### config.mk
export PLATFORM = sky130hd
export DESIGN_NAME = reaction_game_ctrl
export DESIGN_NICKNAME = d
export VERILOG_FILES = /design/src/rtl/reaction_game_ctrl_pkg.sv /design/src/rtl/reaction_game_ctrl_rise_detect.sv /design/src/rtl/reaction_game_ctrl.sv
export SDC_FILE = /design/constraint.sdc
export NUM_CORES = 1
export LEC_CHECK = 0
export CAP_MARGIN = 20
export CORE_UTILIZATION = 47
export DETAILED_ROUTE_END_ITERATION = 8
export GPL_TIMING_DRIVEN = 0
export PLACE_DENSITY = 0.83
export SLEW_MARGIN = 20
export SYNTH_ARGS = -nofsm -noshare
export SYNTH_HDL_FRONTEND = slang
export SYNTH_SLANG_ARGS = --single-unit
### constraint.sdc
create_clock -name Clock -period 2.09 [get_ports Clock]
set_input_delay 0.5225 -clock Clock [delete_from_list [all_inputs] [get_ports Clock]]
set_output_delay 0.5225 -clock Clock [all_outputs]
set_load 0.1 [all_outputs]
### src/rtl/reaction_game_ctrl_pkg.sv
// rtl/reaction_game_ctrl_pkg.sv - shared state encoding for the reaction game controller
package reaction_game_ctrl_pkg;

    typedef enum logic [2:0] {
        S_IDLE   = 3'd0,
        S_ARM    = 3'd1,
        S_WAIT   = 3'd2,
        S_GO     = 3'd3,
        S_RECORD = 3'd4,
        S_NEXT   = 3'd5,
        S_BEST   = 3'd6,
        S_DONE   = 3'd7
    } gameState_t;

endpackage

### src/rtl/reaction_game_ctrl_rise_detect.sv
// rtl/reaction_game_ctrl_rise_detect.sv - registered rising-edge detector
module rise_detect (
    input  logic Clock,
    input  logic CLRN,
    input  logic sigIn,
    output logic rise
);

    logic prev;

    // Pulse is registered, so the FSM sees it one cycle after the pin rises.
    always_ff @(posedge Clock or negedge CLRN) begin
        if (!CLRN) begin
            prev <= 1'b0;
            rise <= 1'b0;
        end else begin
            prev <= sigIn;
            rise <= sigIn & ~prev;
        end
    end

endmodule

### src/rtl/reaction_game_ctrl.sv
// rtl/reaction_game_ctrl.sv - multi-round reaction game controller with best-score tracking
module reaction_game_ctrl
    import reaction_game_ctrl_pkg::*;
#(
    parameter int SCORE_W = 13,
    parameter int ADDR_W  = 3,
    parameter int ROUNDS  = 4
) (
    input  logic               Clock,
    input  logic               CLRN,
    input  logic               buttonStart,
    input  logic               buttonHit,
    input  logic               delayCounterDone,
    output logic               delayCounterEnable,
    output logic               delayCounterClear,
    output logic               ledRed,
    output logic               ledGreen,
    output logic               registerLoad,
    output logic [ADDR_W-1:0]  WriteAddress,
    output logic [SCORE_W-1:0] registerLoadData,
    output logic [ADDR_W-1:0]  roundNum,
    output logic               falseStart,
    output logic [SCORE_W-1:0] bestScore,
    output logic               gameDone
);

    localparam logic [SCORE_W-1:0] SCORE_MAX  = {SCORE_W{1'b1}};
    localparam logic [ADDR_W-1:0]  LAST_ROUND = ADDR_W'(ROUNDS);
    localparam logic [ADDR_W-1:0]  ROUND_ONE  = ADDR_W'(1);

    gameState_t         state;
    logic [SCORE_W-1:0] score;
    logic               hitRise;

    rise_detect uHitRise (
        .Clock (Clock),
        .CLRN  (CLRN),
        .sigIn (buttonHit),
        .rise  (hitRise)
    );

    always_ff @(posedge Clock or negedge CLRN) begin
        if (!CLRN) begin
            state      <= S_IDLE;
            score      <= '0;
            roundNum   <= ROUND_ONE;
            falseStart <= 1'b0;
            bestScore  <= SCORE_MAX;
        end else begin
            case (state)
                S_IDLE: if (buttonStart) state <= S_ARM;
                S_ARM: begin
                    score      <= '0;
                    falseStart <= 1'b0;
                    state      <= S_WAIT;
                end
                S_WAIT: begin
                    // An early hit wins over a delay expiring in the same cycle.
                    if (hitRise) begin
                        falseStart <= 1'b1;
                        state      <= S_RECORD;
                    end else if (delayCounterDone) begin
                        state <= S_GO;
                    end
                end
                S_GO: begin
                    if (hitRise || score == SCORE_MAX) state <= S_RECORD;
                    else                               score <= score + 1'b1;
                end
                S_RECORD: begin
                    if (!falseStart && score != SCORE_MAX && score < bestScore)
                        bestScore <= score;
                    state <= S_NEXT;
                end
                S_NEXT: begin
                    if (roundNum == LAST_ROUND) begin
                        state <= S_BEST;
                    end else begin
                        roundNum <= roundNum + 1'b1;
                        state    <= S_ARM;
                    end
                end
                S_BEST: state <= S_DONE;
                S_DONE: begin
                    if (buttonStart) begin
                        roundNum  <= ROUND_ONE;
                        bestScore <= SCORE_MAX;
                        state     <= S_ARM;
                    end
                end
                default: state <= S_IDLE;
            endcase
        end
    end

    assign delayCounterClear  = (state == S_ARM);
    assign delayCounterEnable = (state == S_WAIT);
    assign ledRed             = (state == S_ARM) || (state == S_WAIT);
    assign ledGreen           = (state == S_GO);
    assign gameDone           = (state == S_DONE);
    assign registerLoad       = (state == S_RECORD) || (state == S_BEST);
    assign WriteAddress       = (state == S_RECORD) ? roundNum : '0;
    assign registerLoadData   = (state == S_RECORD) ? (falseStart ? SCORE_MAX : score) :
                                (state == S_BEST)   ? bestScore : '0;

endmodule

**After elaboration in Yosys (flattened, before gate mapping)**

Cells that the tools add are included.
Widths: inputs -> output; s select.

- Bits in registers: 35
- Bits of input ports: 5
- Output and inout port bits: 39
- Word-level logic and storage cells: 66

- Add/subtract/negate cells: 2
- Magnitude comparators: 1
- Equality and inequality tests: 18
- Multiplexer cells: 19
- Bitwise operators: 2
- Reduce and logical (&&, ||, !) cells: 17

Operators by type and width:

| cell | count |
|---|---|
| $mux 13 | 6 |
| $pmux 13 s2 | 2 |
| $mux 3 | 7 |
| $pmux 3 s7 | 1 |
| $eq 3x3->1 const B | 5 |
| $add 13x1->13 const B | 1 |
| $eq 13x13->1 const B | 1 |
| $lt 13x13->1 | 1 |
| $ne 13x13->1 const B | 1 |
| $reduce_and 3->1 | 3 |
| $ne 2x2->1 const B | 4 |
| $reduce_bool 2->1 | 4 |
| $eq 3x2->1 const B | 2 |
| $ne 2x1->1 const B | 3 |
| $pmux 3 s2 | 1 |
| $reduce_and 2->1 | 2 |
| $add 3x1->3 const B | 1 |
| $eq 3x1->1 const B | 1 |
| $logic_not 3->1 | 1 |
| $logic_or 1x1->1 | 3 |
| $ne 3x2->1 const B | 1 |
| $logic_and 1x1->1 | 2 |
| $pmux 1 s2 | 1 |
| $reduce_or 2->1 | 1 |
| other kinds (4) | 4 |

**Longest topological paths before layout**

- Word-level depth: 5
- Gate-level depth with buffers: 8
- Gate-level depth less buffers: 7

**Modules after synthesis**

From an unflattened synthesis, not the netlist that was laid out.

- Cell total of the unflattened synthesis: 254
- Area total of the unflattened synthesis: 2,364.8 um^2

By module, submodules not included:

| module | instances | cells an instance | area an instance (um^2) | sequential area each (um^2) |
|---|---|---|---|---|
| reaction_game_ctrl | 1 | 251 | 2,301.0 | 843.3 |
| rise_detect | 1 | 3 | 63.8 | 50.0 |

**Worst setup path after synthesis**

OpenSTA, ideal clock, no wires.

- Path kind: register to output
- From: reg falseStart
- To: out registerLoadData[10]
- Arrival: 3.618 ns
- Required time: 1.567 ns
- Slack: -2.050 ns
- Cell stages (with the launch flop): 4
- Cells stage by stage: dfrtp_1 -> clkbuf_1 -> nor3_1 -> a211oi_1

- Cells in the longest elaborated chain, start to end: 2

RTL lines:

| element | RTL line | source |
|---|---|---|
| start: declaration | reaction_game_ctrl.sv:22 | `output logic falseStart,` |
| start signal: assignment | reaction_game_ctrl.sv:47 | `falseStart <= 1'b0;` |
| start signal: assignment | reaction_game_ctrl.sv:54 | `falseStart <= 1'b0;` |
| start signal: assignment | reaction_game_ctrl.sv:60 | `falseStart <= 1'b1;` |
| $mux 13 (2 in series) | reaction_game_ctrl.sv:103 | `assign registerLoadData = (state == S_RECORD) ? (falseStart ? SCORE_MAX : score) :` |
| end: declaration | reaction_game_ctrl.sv:20 | `output logic [SCORE_W-1:0] registerLoadData,` |

No other way between the ends.

**Worst setup path after layout**

- From: reg state[1]
- To: out registerLoadData[0]

- Cells in the longest elaborated chain, start to end: 3
- Elaborated cells on any way between the ends: 4

RTL lines:

| element | RTL line | source |
|---|---|---|
| start: declaration | reaction_game_ctrl.sv:31 | `gameState_t state;` |
| start signal: assignment | reaction_game_ctrl.sv:44 | `state <= S_IDLE;` |
| start signal: assignment | reaction_game_ctrl.sv:51 | `S_IDLE: if (buttonStart) state <= S_ARM;` |
| start signal: assignment | reaction_game_ctrl.sv:55 | `state <= S_WAIT;` |
| $eq 3x3->1 | reaction_game_ctrl.sv:104 | `(state == S_BEST) ? bestScore : '0;` |
| $mux 13 | reaction_game_ctrl.sv:104 |  |
| $mux 13 (*) | reaction_game_ctrl.sv:103 |  |

Every way passes the cells marked *; elsewhere a longest branch is shown, timed or not.

==> summary by stage <==
Outcome
The checks that failed: negative setup slack. The run finished, with violations left.

Layout
Relative to the synthesized area, the layout overhead comes to 75.0%. The post-route non-filler standard cell count is 402. The net count of the finished layout is 354. The share of cells above drive strength 1 is between 50% and 60%. 0 antenna diodes ended up in the layout.

STA
The clock period minus worst slack is 2.23 ns. The final count of hold timing violations is 0. The final number of max-transition violations came to 0. Clock skew on the completed layout was measured at approximately 0.015 ns. At the pin with the least slew margin, the transition time is roughly 0.94 ns.

The smallest setup slack after layout is -0.137 ns. The final number of setup-violating endpoints is 33. The upper clock frequency limit is between 400 and 500 MHz. Setup repair after global routing could not meet its margin everywhere. The worst pin sits at a relative slew slack of a little under two fifths. The share of the clock period used by the worst path is 107%.

Setup path
The origin of the critical flop-to-flop path is score[7]. For the worst setup path, the data arrival time is roughly 1.7 ns. Measured in cells, the most critical reg-to-reg path has a length of 6. The critical path is of the register to output port type.

Of all nets on the critical path, the largest fanout is 10. For the worst setup path, the data required time is between 1.5 and 2 ns. STA classifies the critical path endpoint as an output port.

The endpoint of the most critical register-to-register path is bestScore[4]. The slack of the worst reg-to-reg path is -0.13 ns. The startpoint type of the worst setup path is a register.

Routing
The remaining antenna violation count is 0. Dividing the detail-routed wire length by the instance count gives 23.0 um. Summing over every cut layer, the via total after detailed routing is 2482. The detailed router's first-iteration violation count is 300. The DRC violation count after routing is 0. Dividing the detail-routed via count by the number of cells gives slightly above 6. Before antenna repair, the detailed router went through 5 iterations. The routed wire length is roughly 9200 um.

Die
The die is between 70 and 80 um tall. The die covers roughly 5300 um2. The number of rows created at floorplan is 25.

The floorplan step defined a core boundary enclosing 4790 um2. The initial utilization of the core area, before any placement, comes to 49.5%. The die is between 70 and 80 um wide.

Pin placement for this block handled 44 I/O pins.

Logic synthesis
The top cell type by area accounts for between 20% and 30% of the synthesized area. Counting flops with an async set or reset pin after synthesis yields a share of 100%. After synthesis, the cell types taking the most area are dfrtp_1, dfstp_2, ha_1. The number of enable-type register cells in the synthesized netlist is 0. Of the synthesized area, sequential elements account for ~38%.

Synthesis inferred 35 register bits. The most used flip-flop cell after synthesis is dfrtp_1. The most common cell in the synthesized netlist is nand2_1. For this run, the number of Yosys warnings is 0. Counting instances in the post-synthesis netlist gives the leading cell types as nand2_1, nor2_1, dfrtp_1, nor3_1, inv_1. A synthesized cell averages between 9 and 10 um2.

dfrtp_1 takes more of the synthesized area than any other cell. The distinct cell type count after synthesis is 44. The number of nets produced by synthesis is between 200 and 300. The post-synthesis cell count is 262. The post-synthesis instance area is 2370 um2.

Clocking
Hold repair after CTS inserted 0 buffers. For the worst-skew pair, the clock arrives at the later sink with an insertion delay of ~0.31 ns. The clock tree from TritonCTS is built.

The H-tree depth is 2. After clock tree synthesis, the clock-pin slew on the worst setup and hold paths is 0.08 ns. In this run the clock root is driven by a clkbuf_8.

The total clock buffers created by CTS is 5. CTS saw 35 sinks. The clock passes through at most 2 buffers.

Global routing
The total congestion overflow after global routing is 0. The first-pass GRT wire length is between 10000 and 15000 um. Global routing used between 30% and 40% of the available tracks across all layers.

Entering global routing, the biggest net connects 22 pins. The initial antenna violation count is 0. The number of global-route vias before repair is around 2400.

Placed design
The HPWL after detailed placement is ~4500 um. The worst slack at placement is -0.991 ns. The number of I/O port buffers is 43. Routability-driven placement finished with a final weighted congestion of 0.920. After detailed placement, the design holds a cell count of about 370.

Run
The number of violations of the max-capacitance limit is 0.

Hold path
The path class of the tightest hold or removal check is primary input to async pin.
==> layer usage <==
layer / part of all wire, % / global-route usage (%) / vias up
met2: 50 / 54.5 / 163
met5: 0 / 0 / -
li1: - / - / 1063
met4: 4.8 / 13.5 / 0
met3: 8.0 / 4.83 / 47
met1: 37 / 37.7 / 1209
==> worst max path at each step <==
stage	startpoint	to	slack, ns
after floorplan	falseStart	registerLoadData[10]	-0.27
after global placement	state[2]	delayCounterClear	-1.0
after detailed placement	state[2]	delayCounterClear	-0.99
after CTS	bestScore[12]	bestScore[5]	-0.16
after global routing	score[6]	bestScore[5]	-0.17
final	state[1]	registerLoadData[0]	-0.14
==> timing repair <==
| item | CTS | global route |
|---|---|---|
| resized for setup | 254 | 51 |
| cloned | 4 | 0 |
| setup buffers | 12 | 8 |
| pin swaps | 10 | 17 |
| setup endpoints to repair | 57 | 44 |
==> cell type report <==
cell class	instances	area [um2]
buffer	14	218
clock buffer	7	86.3
clock inverter	1	5.00
fill	210	638
inverter	20	106
multi-input combinational	192	1800
sequential	35	955
tap	67	83.8
timing repair buffer	66	895
==> registers in the layout (all words and copies together), names as in the netlist <==
| name | cells |
|---|---|
| bestScore | 13 |
| falseStart | 1 |
| roundNum | 3 |
| score | 13 |
| state | 3 |
| uHitRise.prev | 1 |
| uHitRise.rise | 1 |
==> metrics by stage <==
step	area (um2)	util [%]	TNS (ns)	hold slack, ns
after floorplan	2870	-	-4.89	0.227
after global placement	3380	70.6	-25.76	0.386
after detailed placement	3400	71.1	-20.34	0.394
after CTS	3970	82.9	-2.10	0.141
after global routing	4150	86.7	-3.50	0.170
final	4150	86.7	-2.26	0.136
==> cells by family (layout without fill, tap and decap cells) <==
| logic type | Yosys count | count (layout) | share of synthesized area (%) |
|---|---|---|---|
| xor gates and xnor gates | 8 | 8 | 2.96 |
| buffers and inverters | 35 | 108 | 6.60 |
| AOI/OAI and AO/OA | 50 | 50 | 14.2 |
| muxes | 14 | 14 | 8.18 |
| DFF | 35 | 35 | 37.7 |
| adders and majority gates | 15 | 15 | 7.92 |
| and+or+nand+nor | 105 | 105 | 22.4 |
==> critical path, stage by stage, from the launching register on <==
cell	delay, ns
dfrtp_1	0.40
buf_8	0.15
clkbuf_16	0.20
nor2_2	0.06
a21oi_1	0.33
nor2_4	0.07
buf_12	0.18
==> layout by cell type (no fill, tap or decap), types with 5 or more instances in the layout <==
master,Yosys,layout
a211oi_4,0,12
a21oi_1,9,8
buf_12,1,21
buf_4,0,16
buf_6,1,7
clkbuf_16,0,5
clkbuf_8,0,7
clkdlybuf4s15_2,0,15
dfrtp_1,21,17
dfstp_4,0,13
ha_1,15,9
ha_4,0,6
inv_1,20,5
inv_2,0,6
inv_4,0,5
mux2_4,10,13
nand2_1,29,23
nand2_2,0,5
nand3_1,9,9
nor2_1,24,18
nor3_1,21,6
nor3_2,0,6
nor3_4,1,10
o21ai_0,14,10
xnor2_1,8,8
Power is not shown: default switching activity piles up to over one toggle a cycle in this logic, so the estimate is an artifact.
